[config.mk]
export PLATFORM = sky130hd
export DESIGN_NAME = downcounter_ld
export DESIGN_NICKNAME = d
export VERILOG_FILES = /design/src/rtl/downcounter_ld_pkg.sv /design/src/rtl/downcounter_ld_flopr_en.sv /design/src/rtl/downcounter_ld.sv
export SDC_FILE = /design/constraint.sdc
export NUM_CORES = 1
export LEC_CHECK = 0
export ABC_AREA = 1
export CAP_MARGIN = 20
export CORE_MARGIN = 2
export CORE_UTILIZATION = 45
export CTS_BUF_LIST = sky130_fd_sc_hd__clkbuf_16
export CTS_CLUSTER_DIAMETER = 30
export DETAILED_ROUTE_END_ITERATION = 12
export PLACE_DENSITY_LB_ADDON = 0.15
export REMOVE_ABC_BUFFERS = 1
export SYNTH_ARGS = -nofsm -noshare
export SYNTH_HDL_FRONTEND = slang
export SYNTH_SLANG_ARGS = --single-unit
[constraint.sdc]
create_clock -name clk -period 3.2 [get_ports clk]
set_input_delay 0.64 -clock clk [delete_from_list [all_inputs] [get_ports clk]]
set_output_delay 0.64 -clock clk [all_outputs]
set_load 0.1 [all_outputs]
[src/rtl/downcounter_ld_pkg.sv]
// Shared counter definitions for downcounter_ld: state encoding and state type.
// Optional periodic reload is selected with the DOWNCOUNTER_LD_RELOAD_EN macro.
`ifndef DOWNCOUNTER_LD_PKG_SV
`define DOWNCOUNTER_LD_PKG_SV

package downcounter_ld_pkg;

    localparam logic STATE_IDLE = 1'b0;
    localparam logic STATE_RUN  = 1'b1;

    typedef enum logic {
        ST_IDLE = STATE_IDLE,
        ST_RUN  = STATE_RUN
    } state_t;

endpackage

`endif

[src/rtl/downcounter_ld_flopr_en.sv]
// Resettable enabled register with synchronous clear; holds the counter reload value.
module flopr_en #(
    parameter int WIDTH = 4
) (
    input  logic             clk,
    input  logic             i_rst_n,
    input  logic             i_sclr,
    input  logic             i_en,
    input  logic [WIDTH-1:0] i_d,
    output logic [WIDTH-1:0] o_q
);

    logic [WIDTH-1:0] r_q;

    always_ff @(posedge clk or negedge i_rst_n) begin
        if (!i_rst_n) begin
            r_q <= '0;
        end else if (i_sclr) begin
            r_q <= '0;
        end else if (i_en) begin
            r_q <= i_d;
        end
    end

    assign o_q = r_q;

endmodule

[src/rtl/downcounter_ld.sv]
// Loadable down-counter with one-cycle terminal-count pulse and IDLE/RUN state.
// Define DOWNCOUNTER_LD_RELOAD_EN for periodic reload; default build is one-shot.
module downcounter_ld
    import downcounter_ld_pkg::*;
#(
    parameter int WIDTH = 4
) (
    input  logic             clk,
    input  logic             i_rst_n,
    input  logic             i_sclr,
    input  logic             i_load,
    input  logic [WIDTH-1:0] i_load_val,
    input  logic             i_en,
    output logic [WIDTH-1:0] o_cnt,
    output logic             o_tc,
    output logic             o_busy
);

    localparam logic [WIDTH-1:0] CNT_ONE = WIDTH'(1);

    state_t           r_state;
    logic [WIDTH-1:0] r_cnt;
    logic             r_tc;
    logic [WIDTH-1:0] w_reload;

    flopr_en #(
        .WIDTH (WIDTH)
    ) u_reload (
        .clk     (clk),
        .i_rst_n (i_rst_n),
        .i_sclr  (i_sclr),
        .i_en    (i_load),
        .i_d     (i_load_val),
        .o_q     (w_reload)
    );

    always_ff @(posedge clk or negedge i_rst_n) begin
        if (!i_rst_n) begin
            r_state <= ST_IDLE;
            r_cnt   <= '0;
            r_tc    <= 1'b0;
        end else begin
            r_tc <= 1'b0;
            if (i_sclr) begin
                r_state <= ST_IDLE;
                r_cnt   <= '0;
            end else if (i_load) begin
                r_cnt   <= i_load_val;
                r_state <= (i_load_val != '0) ? ST_RUN : ST_IDLE;
            end else if ((r_state == ST_RUN) && i_en) begin
                if (r_cnt > CNT_ONE) begin
                    r_cnt <= r_cnt - CNT_ONE;
                end else if (r_cnt == CNT_ONE) begin
                    r_tc <= 1'b1;
`ifdef DOWNCOUNTER_LD_RELOAD_EN
                    r_cnt   <= w_reload;
`else
                    r_cnt   <= '0;
                    r_state <= ST_IDLE;
`endif
                end else begin
                    // RUN at zero cannot arise from legal commands; recover from the reload value
                    r_cnt   <= w_reload;
                    r_state <= (w_reload != '0) ? ST_RUN : ST_IDLE;
                end
            end
        end
    end

    assign o_cnt  = r_cnt;
    assign o_tc   = r_tc;
    assign o_busy = (r_state == ST_RUN);

endmodule

# ---- Word-level counts from Yosys, hierarchy flattened
# Cells that the tools add are included.
dict set report totals {
  reg_bits 10
  out_inout_bits 6
  word_cells 33
  inputBits 9
}
dict set report classes {
  add_sub_neg 1
  muxes 19
  eq_ne 2
  n_reduce_logical 6
  n_lt_le_gt_ge 1
}
# operator n
set op_table {}
lappend op_table {{$mux 4} 7}
lappend op_table {{$mux 1} 12}
lappend op_table {{$reduce_bool 4->1} 2}
lappend op_table {{$eq 4x1->1 const B} 1}
lappend op_table {{$gt 4x1->1 const B} 1}
lappend op_table {{$sub 4x1->4 const B} 1}
lappend op_table {{$ne 3x3->1 const B} 1}
lappend op_table {{$reduce_bool 3->1} 1}
lappend op_table {{$reduce_and 2->1} 1}
lappend op_table {{$reduce_bool 2->1} 1}
lappend op_table {{$logic_and 1x1->1} 1}

# ---- Logic depth before layout (Yosys ltp)
dict set report depth {
  ltp_word 7
  depth_mapped 10
  mapped_depth_nobuf 10
}

# ---- Cells and area by module
# A second synthesis with hierarchy kept.
dict set report hier_totals {
  hier_cells 94
  hier_area_um2 641.9
}
# mod seq_area_each_um2 cells_per_inst instances area_each_um2
set modules_own_cells {}
lappend modules_own_cells {downcounter_ld 150.1 76 1 481.7}
lappend modules_own_cells {flopr_en 100.1 18 1 160.2}

# ---- Least setup slack after synthesis
# Ideal clock, no wire load.
dict set report synth_timing {
  path_kind {register to register}
  start {register r_cnt[0] (netlist: o_cnt[0])}
  end {register r_cnt[0] (netlist: o_cnt[0])}
  setup_time_ps 120
  slack_ps 1192
  arrival_time_ps 1888
  stages_incl_launch_ff 9
  n_path_buf 0
  required_ps 3080
  synth_period_minus_slack_ps 2008
  path_cell_list {dfrtp_1 > inv_1 > ha_1 > inv_1 > nand2_2 > nand2_2 > nor3_1 > o21ai_1 > nand2_1}
}
dict set report synth_between {
  elab_chain_len 6
  elab_cells_between_ends 8
  cone_classes {add/sub (1); order compare (1); eq/ne (1); mux (5)}
}
# element line
set synth_lines {}
lappend synth_lines {{start: declaration} downcounter_ld.sv:22} ;# logic [WIDTH-1:0] r_cnt;
lappend synth_lines {{start signal: assignment} downcounter_ld.sv:48} ;# r_cnt <= i_load_val;
lappend synth_lines {{start signal: assignment} downcounter_ld.sv:52} ;# r_cnt <= r_cnt - CNT_ONE;
lappend synth_lines {{start signal: assignment} downcounter_ld.sv:63} ;# r_cnt <= w_reload;
lappend synth_lines {{parallel branches: the longest is 2 deep, another holds $sub 4x1->4} --}
lappend synth_lines {{$mux 4 *} downcounter_ld.sv:51} ;# if (r_cnt > CNT_ONE) begin
lappend synth_lines {{$mux 4 *} downcounter_ld.sv:50} ;# end else if ((r_state == ST_RUN) && i_en) begin
lappend synth_lines {{$mux 4 *} downcounter_ld.sv:47} ;# end else if (i_load) begin
lappend synth_lines {{$mux 4 *} downcounter_ld.sv:44} ;# if (i_sclr) begin
# Mark *: on every way between the ends. The select of a mux whose other input is x is not followed.
# A chain may end at the register's enable or synchronous reset.

# ---- Worst setup path in the final report
dict set report layout_timing {
  start {input i_load}
  end {register r_cnt[0] (netlist: o_cnt[0])}
}
dict set report layout_between {
  elab_chain_len 2
  elab_cells_between_ends 3
  cone_classes {mux (2); reduce/logical (1)}
}
# element line
set layout_lines {}
lappend layout_lines {{start: declaration} downcounter_ld.sv:11} ;# input logic i_load,
lappend layout_lines {{$mux 4} downcounter_ld.sv:47}
lappend layout_lines {{$mux 4} downcounter_ld.sv:44}
# Parallel ways exist; a longest one is shown, timed or not.

==> results by group <==
Status
  – Outcome: complete, no violations

Route
  – Routed via count: 637
  – Initial drt markers: 16
  – WL met2: 677 µm
  – Met3 WL post-DR: 91 µm
  – Routed wire length: 1.413 mm
  – Post-DR vias/cell: 5.137
  – ANT nets after route: 0
  – M1 wire length: 621 µm
  – First drt pass iteration count: 4
  – DRC: 0
  – Per-cell routed wire length: 11.40 µm
  – Top Layer Used: met4

Timing
  – Worst Skew: 0.002811 ns
  – RSZ-0062 raised after global routing: no
  – Hold Vio Cnt, Final: 0
  – Worst slew margin: 69.41%
  – Clock period minus worst slack: 1.715 ns
  – Setup TNS: 0 ns
  – Worst Tran Pin Value: 0.4574 ns
  – Final Cycle Share: 53.60%
  – Fin. max-slew vios: 0
  – Finish-stage setup viols: 0
  – Highest clock rate: 583.0 MHz

Critical path
  – Setup crit end kind: register
  – FF-to-FF Start: o_cnt[1]$_DFFE_PN0P_
  – Critical Path Start Type: input pin
  – Reg-to-reg slack, setup: 1.71 ns
  – Critical Path RT: 3.32 ns
  – CP Max Fanout: 12
  – CP Class: in2reg
  – CP Data Arrival Time: 1.83 ns
  – Crit. Startpoint: i_load

GRT
  – Initial antenna violation count: 0
  – Largest net degree at the start of global routing: 13
  – Congestion Overflow GR: 0
  – Global-route wire length before repair: 2.573 mm
  – GR Util All Layers: 18.56%
  – Number of global-route vias before repair: 631

Floorplan
  – Horiz. Die Dim: 42.14 µm
  – Number of I/O pins: 15
  – Starting Density: 49.06%
  – Row count: 13
  – Die area: 1775 µm²
  – Core area: 1334 µm²
  – Die H: 42.14 µm

Final layout
  – Ant. Diodes: 0
  – Area grow syn2layout: 32.31%
  – Share of cells above drive strength 1: 18.35%
  – Post-layout util: 64.92%
  – NumNets Final: 121
  – Fin area: 865.8 µm²

Yosys
  – Netlist Area Pre-Place: 654.4 µm²
  – Post-synthesis sequential element count: 10
  – Synth Instances: 92
  – Register area share after synthesis: 38.24%
  – Synth warnings: 0
  – Mean post-synth cell area: 7.113 µm²
  – Netlist cell types: 21

Clock network
  – CTS tree: done
  – Worst-case clock buffer depth: 2
  – CTS Buf Count: 3
  – Root Driver: clkbuf_16
  – CTS resizes: 0
  – Clock-pin slew on the worst setup and hold paths: 0.04 ns
  – Hold bufs inserted after CTS: 0
  – # clock sinks: 10
  – Postcts setup bufs: 0
  – Clk_lat worst skew: 0.23 ns
  – CTS H-Tree Depth: 1

Hold path
  – Worst min path class: reg2reg
  – HP Start: u_reload.o_q[3]$_DFFE_PN0P_

Power and ir drop
  – Peak supply drop: 0.4531 mV
  – P_leak: 0.4502 nW
  – PwrDens: 656.5 nW/µm²

Run
  – Reported max-cap violation count: 0

Place
  – GPL Wtd Cong: 0.8695
  – I/O Buffers: 14
  – Post-DP HPWL: 1.038 mm
  – Dpl cell area: 787.0 µm²
==> layout make-up <==
| type | instances | area, µm² |
|---|---|---|
| fillers | 131 | 467.9 |
| multi-input cells | 67 | 340.3 |
| flip-flops and latches | 10 | 250.2 |
| repair buffers | 14 | 125.1 |
| clock buffers | 3 | 75.07 |
| inverters | 14 | 52.55 |
| well taps | 15 | 18.77 |
| clock inverters | 1 | 3.754 |
==> cell usage after synthesis (all sizes together) <==
master  count  area share [%]
nor2        9             6.7
o211ai      3             3.4
nand3b      2             2.3
nor3        1            0.76
dfrtp      10              38
nand3       4             3.1
o21ai       5             5.0
nand4       2             1.9
nand2      34              21
ha          2             3.8
nor4        1            0.96
a21oi       3             2.3
o21a        1             1.1
buf         1             1.7
inv        14             8.0
==> cells by family after synthesis <==
| family | after synthesis | share of synthesized area, % |
|---|---|---|
| AOI/OAI and AO/OA | 12 | 11.85 |
| adders and majority gates | 2 | 3.823 |
| buffers and inverters | 15 | 9.751 |
| DFF | 10 | 38.24 |
| and+or+nand+nor | 53 | 36.33 |
==> path summary, 6_finish.rpt <==
path                                               end  cells past startpoint
min in group asynchronous           o_busy$_DFFE_PN0P_                      1
max in group asynchronous  u_reload.o_q[1]$_DFFE_PN0P_                      1
setup / recovery                  o_cnt[0]$_DFFE_PN0P_                      6
hold reg to reg            u_reload.o_q[3]$_DFFE_PN0P_                      1
hold / removal             u_reload.o_q[3]$_DFFE_PN0P_                      1
setup reg to reg                  o_cnt[0]$_DFFE_PN0P_                      9
==> sequential cells by signal, indices dropped and copies added, names as in the netlist <==
name	count
o_tc	1
o_busy	1
u_reload.o_q	4
o_cnt	4
==> routing by layer <==
layer / global-route usage, % / vias to the layer above
met5: 0 / -
met4: 8.750 / 0
met3: 3.017 / 4
met2: 31.56 / 30
met1: 22.83 / 277
li1: - / 326
==> cell usage in the layout, fill, tap and decap left out, drive strengths merged <==
master,Yosys,final
ha,2,2
nor3,1,1
nor2,9,9
nand2,34,34
a21oi,3,3
clkdlybuf4s50,0,8
clkinv,0,1
o21a,1,1
inv,14,14
o21ai,5,5
nand3b,2,2
buf,1,6
dfrtp,10,10
clkbuf,0,3
nand3,4,4
nor4,1,1
o211ai,3,3
nand4,2,2
==> per-stage QoR <==
step / power (mW) / hold slack (ns) / std cells / worst slack (ns)
2_1_floorplan: 0.3038 / 0.3444 / 91 / 1.192
3_3_place_gp: 0.3526 / 0.4921 / 120 / 1.329
3_5_place_dp: 0.3520 / 0.4948 / 120 / 1.263
4_1_cts: 0.5725 / 0.5061 / 124 / 1.489
5_1_grt: 0.6024 / 0.5354 / 124 / 1.426
6_report: 0.5684 / 0.5014 / 124 / 1.485
==> critical path, cell delays in order <==
cell and delay [ns]:
clkdlybuf4s50_1 0.56, inv_2 0.14, o21ai_0 0.26, nor2_1 0.08
o21ai_1 0.08, nand2_1 0.06
==> where the power goes <==
group | switching [mW] | internal [mW]
Clock | 0.0530 | 0.163
Combinational | 0.143 | 0.0575
Sequential | 0.0126 | 0.139
No activity file was read; power rests on OpenSTA's default activity.
